[config.mk]
export PLATFORM = sky130hd
export DESIGN_NAME = return_data_proc
export DESIGN_NICKNAME = d
export VERILOG_FILES = /design/src/rtl/rdp_pkg.sv /design/src/rtl/rdp_fifo.sv /design/src/rtl/return_data_proc.sv
export SDC_FILE = /design/constraint.sdc
export NUM_CORES = 1
export LEC_CHECK = 0
export CORE_UTILIZATION = 50
export DETAILED_ROUTE_END_ITERATION = 8
export PLACE_DENSITY = 0.68
export SLEW_MARGIN = 20
export SYNTH_ARGS = -nofsm -noshare
export SYNTH_HDL_FRONTEND = slang
export SYNTH_SLANG_ARGS = --single-unit
[constraint.sdc]
create_clock -name clk -period 7.8 [get_ports clk]
set_input_delay 0.78 -clock clk [delete_from_list [all_inputs] [get_ports clk]]
set_output_delay 0.78 -clock clk [all_outputs]
set_load 0.05 [all_outputs]
[src/rtl/rdp_pkg.sv]
// Shared definitions for the return-data processor: control encodings, FSM states, FIFO entry.
package rdp_pkg;

    localparam logic [1:0] CNTL_MOM     = 2'b00;
    localparam logic [1:0] CNTL_SOM     = 2'b01;
    localparam logic [1:0] CNTL_EOM     = 2'b10;
    localparam logic [1:0] CNTL_SOM_EOM = 2'b11;

    localparam int RDP_ADDR_W = 24;
    localparam int RDP_DATA_W = 32;

    typedef enum logic [1:0] {
        ST_IDLE = 2'd0,
        ST_PASS = 2'd1,
        ST_DROP = 2'd2
    } rdp_state_t;

    typedef struct packed {
        logic [RDP_ADDR_W-1:0] addr;
        logic [RDP_DATA_W-1:0] data;
        logic                  last;
    } rdp_fifo_entry_t;

    // Bit 0 marks start of message, bit 1 marks end of message.
    function automatic logic cntl_is_som(input logic [1:0] cntl);
        return cntl[0];
    endfunction

    function automatic logic cntl_is_eom(input logic [1:0] cntl);
        return cntl[1];
    endfunction

endpackage

[src/rtl/rdp_fifo.sv]
// Synchronous FIFO with a registered head stage: DEPTH storage entries plus the output register.
module rdp_fifo #(
    parameter int WIDTH = 57,
    parameter int DEPTH = 4
) (
    input  logic             clk,
    input  logic             reset_poweron,
    input  logic             push,
    input  logic [WIDTH-1:0] push_data,
    output logic             full,
    output logic             out_valid,
    output logic [WIDTH-1:0] out_data,
    input  logic             out_ready
);
    localparam int PTR_W = $clog2(DEPTH);

    logic [WIDTH-1:0] mem [DEPTH];
    logic [PTR_W-1:0] wr_ptr;
    logic [PTR_W-1:0] rd_ptr;
    logic [PTR_W:0]   count;
    logic             head_load;
    logic             mem_rd;
    logic             mem_wr;

    assign full      = (count == (PTR_W+1)'(DEPTH));
    assign head_load = !out_valid || out_ready;
    assign mem_rd    = head_load && (count != '0);
    // With storage empty and the head free, a push bypasses straight into the head.
    assign mem_wr    = push && !(head_load && (count == '0));

    always_ff @(posedge clk) begin
        if (!reset_poweron) begin
            out_valid <= 1'b0;
            out_data  <= '0;
            wr_ptr    <= '0;
            rd_ptr    <= '0;
            count     <= '0;
        end else begin
            if (head_load) begin
                if (mem_rd) begin
                    out_data  <= mem[rd_ptr];
                    out_valid <= 1'b1;
                    rd_ptr    <= rd_ptr + 1'b1;
                end else if (push) begin
                    out_data  <= push_data;
                    out_valid <= 1'b1;
                end else begin
                    out_valid <= 1'b0;
                end
            end
            if (mem_wr) begin
                wr_ptr <= wr_ptr + 1'b1;
            end
            count <= count + (PTR_W+1)'(mem_wr) - (PTR_W+1)'(mem_rd);
        end
    end

    always_ff @(posedge clk) begin
        if (mem_wr) begin
            mem[wr_ptr] <= push_data;
        end
    end

endmodule

[src/rtl/return_data_proc.sv]
// Return-data processor: maps tagged result packets to sequential DRAM write words.
// Optional per-packet word counter enabled by defining RDP_WORD_COUNT_EN.
module return_data_proc
    import rdp_pkg::*;
#(
    parameter int DATA_W     = 32,
    parameter int TAG_W      = 4,
    parameter int ADDR_W     = 24,
    parameter int FIFO_DEPTH = 4
) (
    input  logic              clk,
    input  logic              reset_poweron,
    input  logic              stuc__rdp__valid,
    input  logic [1:0]        stuc__rdp__cntl,
    output logic              rdp__stuc__ready,
    input  logic [TAG_W-1:0]  stuc__rdp__tag,
    input  logic [DATA_W-1:0] stuc__rdp__data,
    input  logic              wud__rdp__valid,
    input  logic [TAG_W-1:0]  wud__rdp__tag,
    input  logic [ADDR_W-1:0] wud__rdp__addr,
    output logic              rdp__dma__valid,
    input  logic              dma__rdp__ready,
    output logic [ADDR_W-1:0] rdp__dma__addr,
    output logic [DATA_W-1:0] rdp__dma__data,
    output logic              rdp__dma__last,
    output logic              rdp__wud__complete,
    output logic [TAG_W-1:0]  rdp__wud__tag,
    output logic [15:0]       rdp__wud__len,
    output logic              rdp__sys__error,
    output logic [1:0]        dbg_state
);
    localparam int ENTRIES = 1 << TAG_W;
    localparam int FW      = ADDR_W + DATA_W + 1;

    rdp_state_t        state;
    logic [ENTRIES-1:0] tbl_valid;
    logic [ADDR_W-1:0] tbl_addr [ENTRIES];
    logic [ADDR_W-1:0] cur_addr;
    logic [TAG_W-1:0]  cur_tag;
    logic              keep_entry;
    logic              fifo_full;
    logic              accept, som, eom, wud_hit;
    logic              lookup_valid;
    logic [ADDR_W-1:0] lookup_addr;
    logic              push, push_last;
    logic [ADDR_W-1:0] push_addr;
    logic [FW-1:0]     head;
    logic [15:0]       len_som, len_pass, len_old;

    assign dbg_state        = state;
    assign rdp__stuc__ready = reset_poweron && (!fifo_full || state == ST_DROP);
    assign accept           = stuc__rdp__valid && rdp__stuc__ready;
    assign som              = cntl_is_som(stuc__rdp__cntl);
    assign eom              = cntl_is_eom(stuc__rdp__cntl);
    // A table write in the same cycle as the SOM lookup is forwarded.
    assign wud_hit          = wud__rdp__valid && (wud__rdp__tag == stuc__rdp__tag);
    assign lookup_valid     = wud_hit || tbl_valid[stuc__rdp__tag];
    assign lookup_addr      = wud_hit ? wud__rdp__addr : tbl_addr[stuc__rdp__tag];

`ifdef RDP_WORD_COUNT_EN
    logic [15:0] word_cnt;
    assign len_som  = 16'd1;
    assign len_old  = word_cnt;
    assign len_pass = (word_cnt == 16'hFFFF) ? word_cnt : word_cnt + 16'd1;

    always_ff @(posedge clk) begin
        if (!reset_poweron) begin
            word_cnt <= '0;
        end else if (accept) begin
            if (som) begin
                word_cnt <= 16'd1;
            end else if (state == ST_PASS) begin
                word_cnt <= len_pass;
            end
        end
    end
`else
    assign len_som  = 16'd0;
    assign len_old  = 16'd0;
    assign len_pass = 16'd0;
`endif

    always_comb begin
        push      = 1'b0;
        push_addr = cur_addr;
        push_last = eom;
        if (accept) begin
            if (som) begin
                push      = lookup_valid;
                push_addr = lookup_addr;
            end else begin
                push = (state == ST_PASS);
            end
        end
    end

    rdp_fifo #(.WIDTH(FW), .DEPTH(FIFO_DEPTH)) u_fifo (
        .clk          (clk),
        .reset_poweron(reset_poweron),
        .push         (push),
        .push_data    ({push_addr, stuc__rdp__data, push_last}),
        .full         (fifo_full),
        .out_valid    (rdp__dma__valid),
        .out_data     (head),
        .out_ready    (dma__rdp__ready)
    );

    assign rdp__dma__addr = head[FW-1 -: ADDR_W];
    assign rdp__dma__data = head[DATA_W:1];
    assign rdp__dma__last = head[0];

    always_ff @(posedge clk) begin
        if (!reset_poweron) begin
            state              <= ST_IDLE;
            tbl_valid          <= '0;
            cur_addr           <= '0;
            cur_tag            <= '0;
            keep_entry         <= 1'b0;
            rdp__sys__error    <= 1'b0;
            rdp__wud__complete <= 1'b0;
            rdp__wud__tag      <= '0;
            rdp__wud__len      <= '0;
        end else begin
            rdp__wud__complete <= 1'b0;
            if (accept) begin
                if (som) begin
                    // SOM while a packet is open: close the old one with an error.
                    if (state == ST_PASS) begin
                        rdp__sys__error    <= 1'b1;
                        rdp__wud__complete <= 1'b1;
                        rdp__wud__tag      <= cur_tag;
                        rdp__wud__len      <= len_old;
                        if (!keep_entry) tbl_valid[cur_tag] <= 1'b0;
                    end
                    cur_tag    <= stuc__rdp__tag;
                    keep_entry <= 1'b0;
                    cur_addr   <= lookup_addr + 1'b1;
                    if (!lookup_valid) begin
                        state           <= ST_DROP;
                        rdp__sys__error <= 1'b1;
                    end else if (eom) begin
                        state              <= ST_IDLE;
                        rdp__wud__complete <= 1'b1;
                        rdp__wud__tag      <= stuc__rdp__tag;
                        rdp__wud__len      <= len_som;
                        tbl_valid[stuc__rdp__tag] <= 1'b0;
                    end else begin
                        state <= ST_PASS;
                    end
                end else begin
                    case (state)
                        ST_IDLE: rdp__sys__error <= 1'b1;
                        ST_PASS: begin
                            cur_addr <= cur_addr + 1'b1;
                            if (eom) begin
                                state              <= ST_IDLE;
                                rdp__wud__complete <= 1'b1;
                                rdp__wud__tag      <= cur_tag;
                                rdp__wud__len      <= len_pass;
                                if (!keep_entry) tbl_valid[cur_tag] <= 1'b0;
                            end
                        end
                        ST_DROP: if (eom) state <= ST_IDLE;
                        default: state <= ST_IDLE;
                    endcase
                end
            end
            // A rewrite of the open packet's tag keeps the entry alive past its EOM.
            if (state == ST_PASS && wud__rdp__valid && wud__rdp__tag == cur_tag && !(accept && som))
                keep_entry <= 1'b1;
            if (wud__rdp__valid) tbl_valid[wud__rdp__tag] <= 1'b1;
        end
    end

    always_ff @(posedge clk) begin
        if (wud__rdp__valid) begin
            tbl_addr[wud__rdp__tag] <= wud__rdp__addr;
        end
    end

endmodule
==> flow_metrics.tcl, run 1 <==
set metrics [dict create \
    yosys-top-cells-count "612 x edfxtp_1, 146 x mux4_2, 136 x dfxtp_1" \
    synth.area.top_cells "edfxtp_1 61%, mux4_2 11%, dfxtp_1 9.0%, mux2i_1 3.2%, nor2_1 1.6%" \
    critPathTopFamily "simple AND/OR/NAND/NOR gates" \
    wl_mm 69.5 \
    synthXorXnorAreaFrac 0.00895 \
    yosysWarnings 0 \
    cp-start-kind "input pin" \
    synth_edf_count 612 \
    rsz0062_at_grt "no" \
    wl_per_cell_um 24.5 \
    period_share 0.609 \
    vias_per_cell 6.06 \
    initial_core_util 0.510 \
    vias 17200 \
    fin_skew_ns 0.0235 \
    holdPathStages 2 \
    crit_path_max_fanout 39 \
    syn_area_um2 30300 \
    port-buffer-count 153 \
    ir_drop_uv 274 \
    cts_sinks 748 \
    dp.cells 2692 \
    setup_viol 0 \
    gp_congestion 0.870 \
    cts_setup_buffers 0 \
    hp-class "flop to flop" \
    worst_slew_pin_slew_ns 1.05 \
    synth_top_family_by_area "multiplexers" \
    synthCells 1841 \
    synthAdderAreaFrac 0.00479 \
    synthMostInstantiatedCell "edfxtp_1" \
    async_flop_share 0 \
    initialDrtViolationCount 1327 \
    synth_top_area_share 0.606 \
    design_area_um2 35100 \
    critical_path_buf_inv_count 2 \
    synth_compound_area_frac 0.0696 \
    synth_seq_area_share 0.696 \
    max_stage_delay_ns 0.95 \
    place_area_um2 32600 \
    comb_power_share 0.198 \
    clk-insertion-delay-late_ns 0.62 \
    slew_headroom 0.300 \
    core_um2 59500 \
    min_period_ns 4.75 \
    antenna_found_initial 1 \
    synth-simple-area-share 0.0561 \
    grt_max_degree 112 \
    synthMuxAreaShare 0.142 \
    netSwitchingFraction 0.282 \
    power_uw 10300 \
    p_int_uw 7380 \
    max_cap_viol_count 0 \
    p_switching_uw 2900 \
    ys_ff_latch 748 \
    cts_tree "done" \
    status "completed" \
    num_antenna_cells 0 \
    cts-root-buf "clkbuf_16" \
    synth_flop_cell "edfxtp_1" \
    grt_overflow 0 \
    antenna_left 0 \
    clk_pin_slew_ns 0.06 \
    drtPass1Iterations 5 \
    row_count 89 \
    cts_hold_buf 0 \
    yosys.cell_types.count 76 \
    seq_power_share 0.458 \
    die_area_um2 61700 \
    path_cells "clkdlybuf4s50_1 -> xnor2_1 -> nand3_1 -> nor2_1 -> o31ai_2 -> a21oi_1 -> and2_2 -> buf_4" \
    hold_violations 0 \
    grt_pass1_wl_mm 105 \
    path_depth 8 \
    die_x_um 248 \
    top_level_ports 154 \
    cp.required_ns 8.08 \
    holdWs_ns 0.472 \
    final_cells 2832 \
    drive_above_1_share 0.178 \
    critical_path_class "input pin to flop" \
    max_freq_mhz 211 \
    clk_path_buf_depth 3 \
    htreeDepth 3 \
    grt_pass1_vias 17300 \
    powerDensity_nw_per_um2 293 \
    route.detailed.drc 0 \
    die_h_um 248 \
    final_max_slew_viol_count 0 \
    leakage_uw 0.0113 \
    ctsResizeCount 0 \
    p_clk_frac 0.345 \
    cp_slowest_cell "and2_2" \
    cts_buffers 76 \
    synth_top_cell_by_area "edfxtp_1" \
    tns_ns 0 \
    synth_nets 1923 \
    grt.total_usage 0.229 \
    dpl.hpwl_mm 40.3 \
    cp_data_arrival_time_ns 5.03 \
    syn_to_final_growth_pct 15.7 \
    reg2regPathDepth 10 \
    nets 2080 \
    cp-end-kind "flop" \
    syn_area_per_cell_um2 16.5 \
]
==> area by class of cell <==
class | instances | area, um2
inverters | 25 | 93.8
multi-input cells | 951 | 8610
flip-flops and latches | 748 | 21100
repair buffers | 196 | 1880
fillers | 4415 | 24400
clock buffers | 94 | 2060
clock inverters | 45 | 369
well taps | 773 | 967
==> registers in the layout, indices dropped and copies added, names as in the netlist, named ones only <==
| register | cells |
|---|---|
| cur_addr | 24 |
| cur_tag | 4 |
| dbg_state | 2 |
| keep_entry | 1 |
| rdp__sys__error | 1 |
| rdp__wud__complete | 1 |
| rdp__wud__len | 16 |
| rdp__wud__tag | 4 |
| tbl_addr | 384 |
| tbl_valid | 16 |
| u_fifo.count | 3 |
| u_fifo.mem | 228 |
| u_fifo.out_data | 57 |
| u_fifo.out_valid | 1 |
| u_fifo.rd_ptr | 2 |
| u_fifo.wr_ptr | 2 |
==> cells by family after synthesis <==
| group | count (synthesis) |
|---|---|
| fa+ha+maj | 11 |
| simple gates | 354 |
| mux | 247 |
| compound gates | 308 |
| buf+inv | 142 |
| xor+xnor | 31 |
| flops | 748 |
==> worst paths after layout <==
path | from | endpoint | slack (ns)
worst min-delay path | cur_addr[7] | cur_addr[7] | 0.47
worst max-delay path | stuc__rdp__tag[2] | u_fifo.mem[3][31] | 3.05
worst min register to register | cur_addr[7] | cur_addr[7] | 0.47
worst max register to register | dbg_state[0] | u_fifo.mem[3][31] | 3.75
==> layer usage <==
layer	vias to the layer above	wire, um	track usage
li1	7609	-	-
met4	2	1770	0.0680
met1	8820	29100	0.312
met3	128	5200	0.0504
met5	-	11	0
met2	614	33300	0.372
==> power by group through the flow <==
stage / logic, uW / clock network (uW) / registers (uW)
2_1_floorplan: 949 / 0 / 5220
3_3_place_gp: 2000 / 0 / 4780
3_5_place_dp: 2030 / 0 / 4790
4_1_cts: 2040 / 3610 / 4710
5_1_grt: 2180 / 3760 / 4730
6_report: 2030 / 3540 / 4700
==> worst reg2reg max path, stage by stage, from the launching register on <==
cell	delay, ns
dfxtp_1	0.35
inv_1	0.09
ha_1	0.16
or4b_2	0.15
nand3_1	0.36
a21oi_2	0.25
buf_4	0.32
o31ai_2	0.19
a21oi_1	0.45
and2_2	0.95
buf_4	0.44
==> cell usage in the layout, fill, tap and decap left out, types with 24 or more instances in the layout <==
cell type        count
o21ai_0             46
nor2_1             114
a22oi_1             24
clkdlybuf4s50_1    149
mux4_2             146
o22ai_1             24
mux2i_1             96
dfxtp_1            134
edfxtp_1           612
a21oi_1             51
nand2_1             95
buf_4               42
a211oi_1            62
clkbuf_16           78
==> stage by stage <==
stage           util  setup WS, ns
6_report       0.590          3.05
3_5_place_dp   0.549          2.42
5_1_grt        0.590          2.77
2_1_floorplan      -          3.79
3_3_place_gp   0.549          2.54
4_1_cts        0.589          3.06
(Power assumes the default switching activity.)
==> run 2: changes to the inputs <==
==> constraint.sdc (replaced) <==
create_clock -name clk -period 4.4 [get_ports clk]
set_input_delay 0.44 -clock clk [delete_from_list [all_inputs] [get_ports clk]]
set_output_delay 0.44 -clock clk [all_outputs]
set_load 0.05 [all_outputs]
==> run 2 against run 1 <==
Design area is 1.3% higher; critical path type is now flop to flop; wire length up 3.6%; sequential power up 79%; largest power group unchanged; clock-buffer cell count is 6 higher.
==> flow_metrics.tcl, run 2 (synthesized netlist as in run 1, its figures left out) <==
set metrics [dict create \
    leakage_uw 0.0116 \
    cts_setup_buffers 0 \
    crit_path_max_fanout 26 \
    vias 17400 \
    drtPass1Iterations 5 \
    die_area_um2 61700 \
    critical_path_class "flop to flop" \
    cts_hold_buf 0 \
    final_common_cell "edfxtp_1" \
    gp_congestion 0.880 \
    fin_skew_ns 0.0282 \
    antenna_left 0 \
    largest_registers "tbl_addr x384, u_fifo.mem x228, u_fifo.out_data x57" \
    cp_common_cell "inv_1" \
    ctsResizeCount 0 \
    grt_pass1_vias 17400 \
    die_x_um 248 \
    powerDensity_nw_per_um2 515 \
    max_cap_viol_count 0 \
    status "completed" \
    cp.required_ns 4.91 \
    clk_pin_slew_ns 0.06 \
    final_max_slew_viol_count 0 \
    seq_area_um2 21100 \
    ir_drop_uv 410 \
    grt_pass1_wl_mm 108 \
    max_stage_delay_ns 0.90 \
    period_share 0.866 \
    cts_buffers 77 \
    wl_mm 71.9 \
    worst_slew_pin_slew_ns 1.10 \
    cts-root-buf "clkbuf_16" \
    grt_max_degree 106 \
    place_ws_ns 0.365 \
    final_cell_mix "612 x edfxtp_1, 149 x clkdlybuf4s50_1, 146 x mux4_2, 134 x dfxtp_1, 114 x nor2_1" \
    cp-end-kind "flop" \
    path_cells "inv_1 -> ha_1 -> inv_1 -> a21oi_2 -> buf_4 -> nand2_1 -> o21ai_0 -> mux2i_1 -> a211oi_1" \
    nets 2125 \
    wl_per_cell_um 25.0 \
    regMostFlops "tbl_addr" \
    largest_reg_flops 384 \
    min_period_ns 3.81 \
    setup_viol 0 \
    vias_per_cell 6.06 \
    htreeDepth 3 \
    cts_tree "done" \
    tns_ns 0 \
    cp_data_arrival_time_ns 4.32 \
    num_antenna_cells 0 \
    hp-class "input pin to flop" \
    finalWorstSetupSlack_ns 0.591 \
    slew_headroom 0.266 \
    cp_slowest_cell "o21ai_0" \
    grt.total_usage 0.237 \
    antenna_found_initial 0 \
    rsz0062_at_grt "no" \
    route.detailed.drc 0 \
    drive_above_1_share 0.195 \
    row_count 89 \
    multi_input_area_um2 8610 \
    fillers 4404 \
    top_level_ports 154 \
    clk_path_buf_depth 3 \
    cp-start-kind "flop" \
    syn_to_final_growth_pct 17.1 \
    port-buffer-count 153 \
    cts_sinks 748 \
    initialDrtViolationCount 1502 \
    hold_violations 0 \
    dpl.hpwl_mm 43.3 \
    grt_overflow 0 \
    die_h_um 248 \
    clk-insertion-delay-late_ns 0.63 \
    initial_core_util 0.510 \
    core_um2 59500 \
    max_freq_mhz 263 \
]
-- run 2: changes by cell type in the layout (fill, tap and decap cells not counted), moves of 6 or more --
cell	previous run	this run
buf_4	42	77
buf_12	1	10
clkinv_1	18	11
clkbuf_1	11	17
-- run 2: power breakdown --
part	switching (uW)	total [uW]	leakage, uW	internal [uW]
Clock	2670	6300	0.00120	3630
Combinational	2210	3610	0.00371	1410
Sequential	319	8400	0.00665	8080
Total	5190	18300	0.0116	13100
-- run 2: path summary, 6_finish.rpt --
kind | from | endpoint | slack (ns) | depth (start not counted)
min reg2reg | cur_addr[3] | cur_addr[3] | 0.46 | 2
max | dbg_state[1] | u_fifo.out_data[34] | 0.59 | 9
min | stuc__rdp__tag[0] | cur_tag[0] | 0.29 | 3
max reg2reg | dbg_state[1] | u_fifo.out_data[34] | 0.59 | 9
-- run 2: layer usage --
layer / GRT usage / vias up / wire (um)
met4: 0.0823 / 0 / 2030
li1: - / 7700 / -
met3: 0.0379 / 156 / 4340
met2: 0.391 / 640 / 35100
met5: 0 / - / 0
met1: 0.321 / 8928 / 30500
-- run 2: per-stage QoR --
stage	total power [uW]	utilization	area (um2)	hold slack, ns	cells
finish	18300	0.597	35500	0.292	2876
global route	19000	0.597	35500	0.304	2876
CTS	18400	0.597	35500	0.245	2875
detailed placement	12200	0.556	33100	0.456	2736
global placement	12100	0.556	33100	0.443	2736
floorplan	10900	-	30300	0.432	1841
-- run 2: layout make-up --
class	instances	area share
inverters	25	0.00264
clock buffers	100	0.0593
repair buffers	240	0.0653
flip-flops and latches	748	0.594
well taps	773	0.0272
clock inverters	39	0.00923
multi-input cells	951	0.242
-- run 2: critical path, delay by kind of cell, from the launching register on --
family	cells	cell delay [ns]
and+or+nand+nor	1	0.51
buffers and inverters	3	0.66
muxes	1	0.20
AOI/OAI and AO/OA	3	1.46
adders and majority gates	1	0.51
DFF	1	0.34
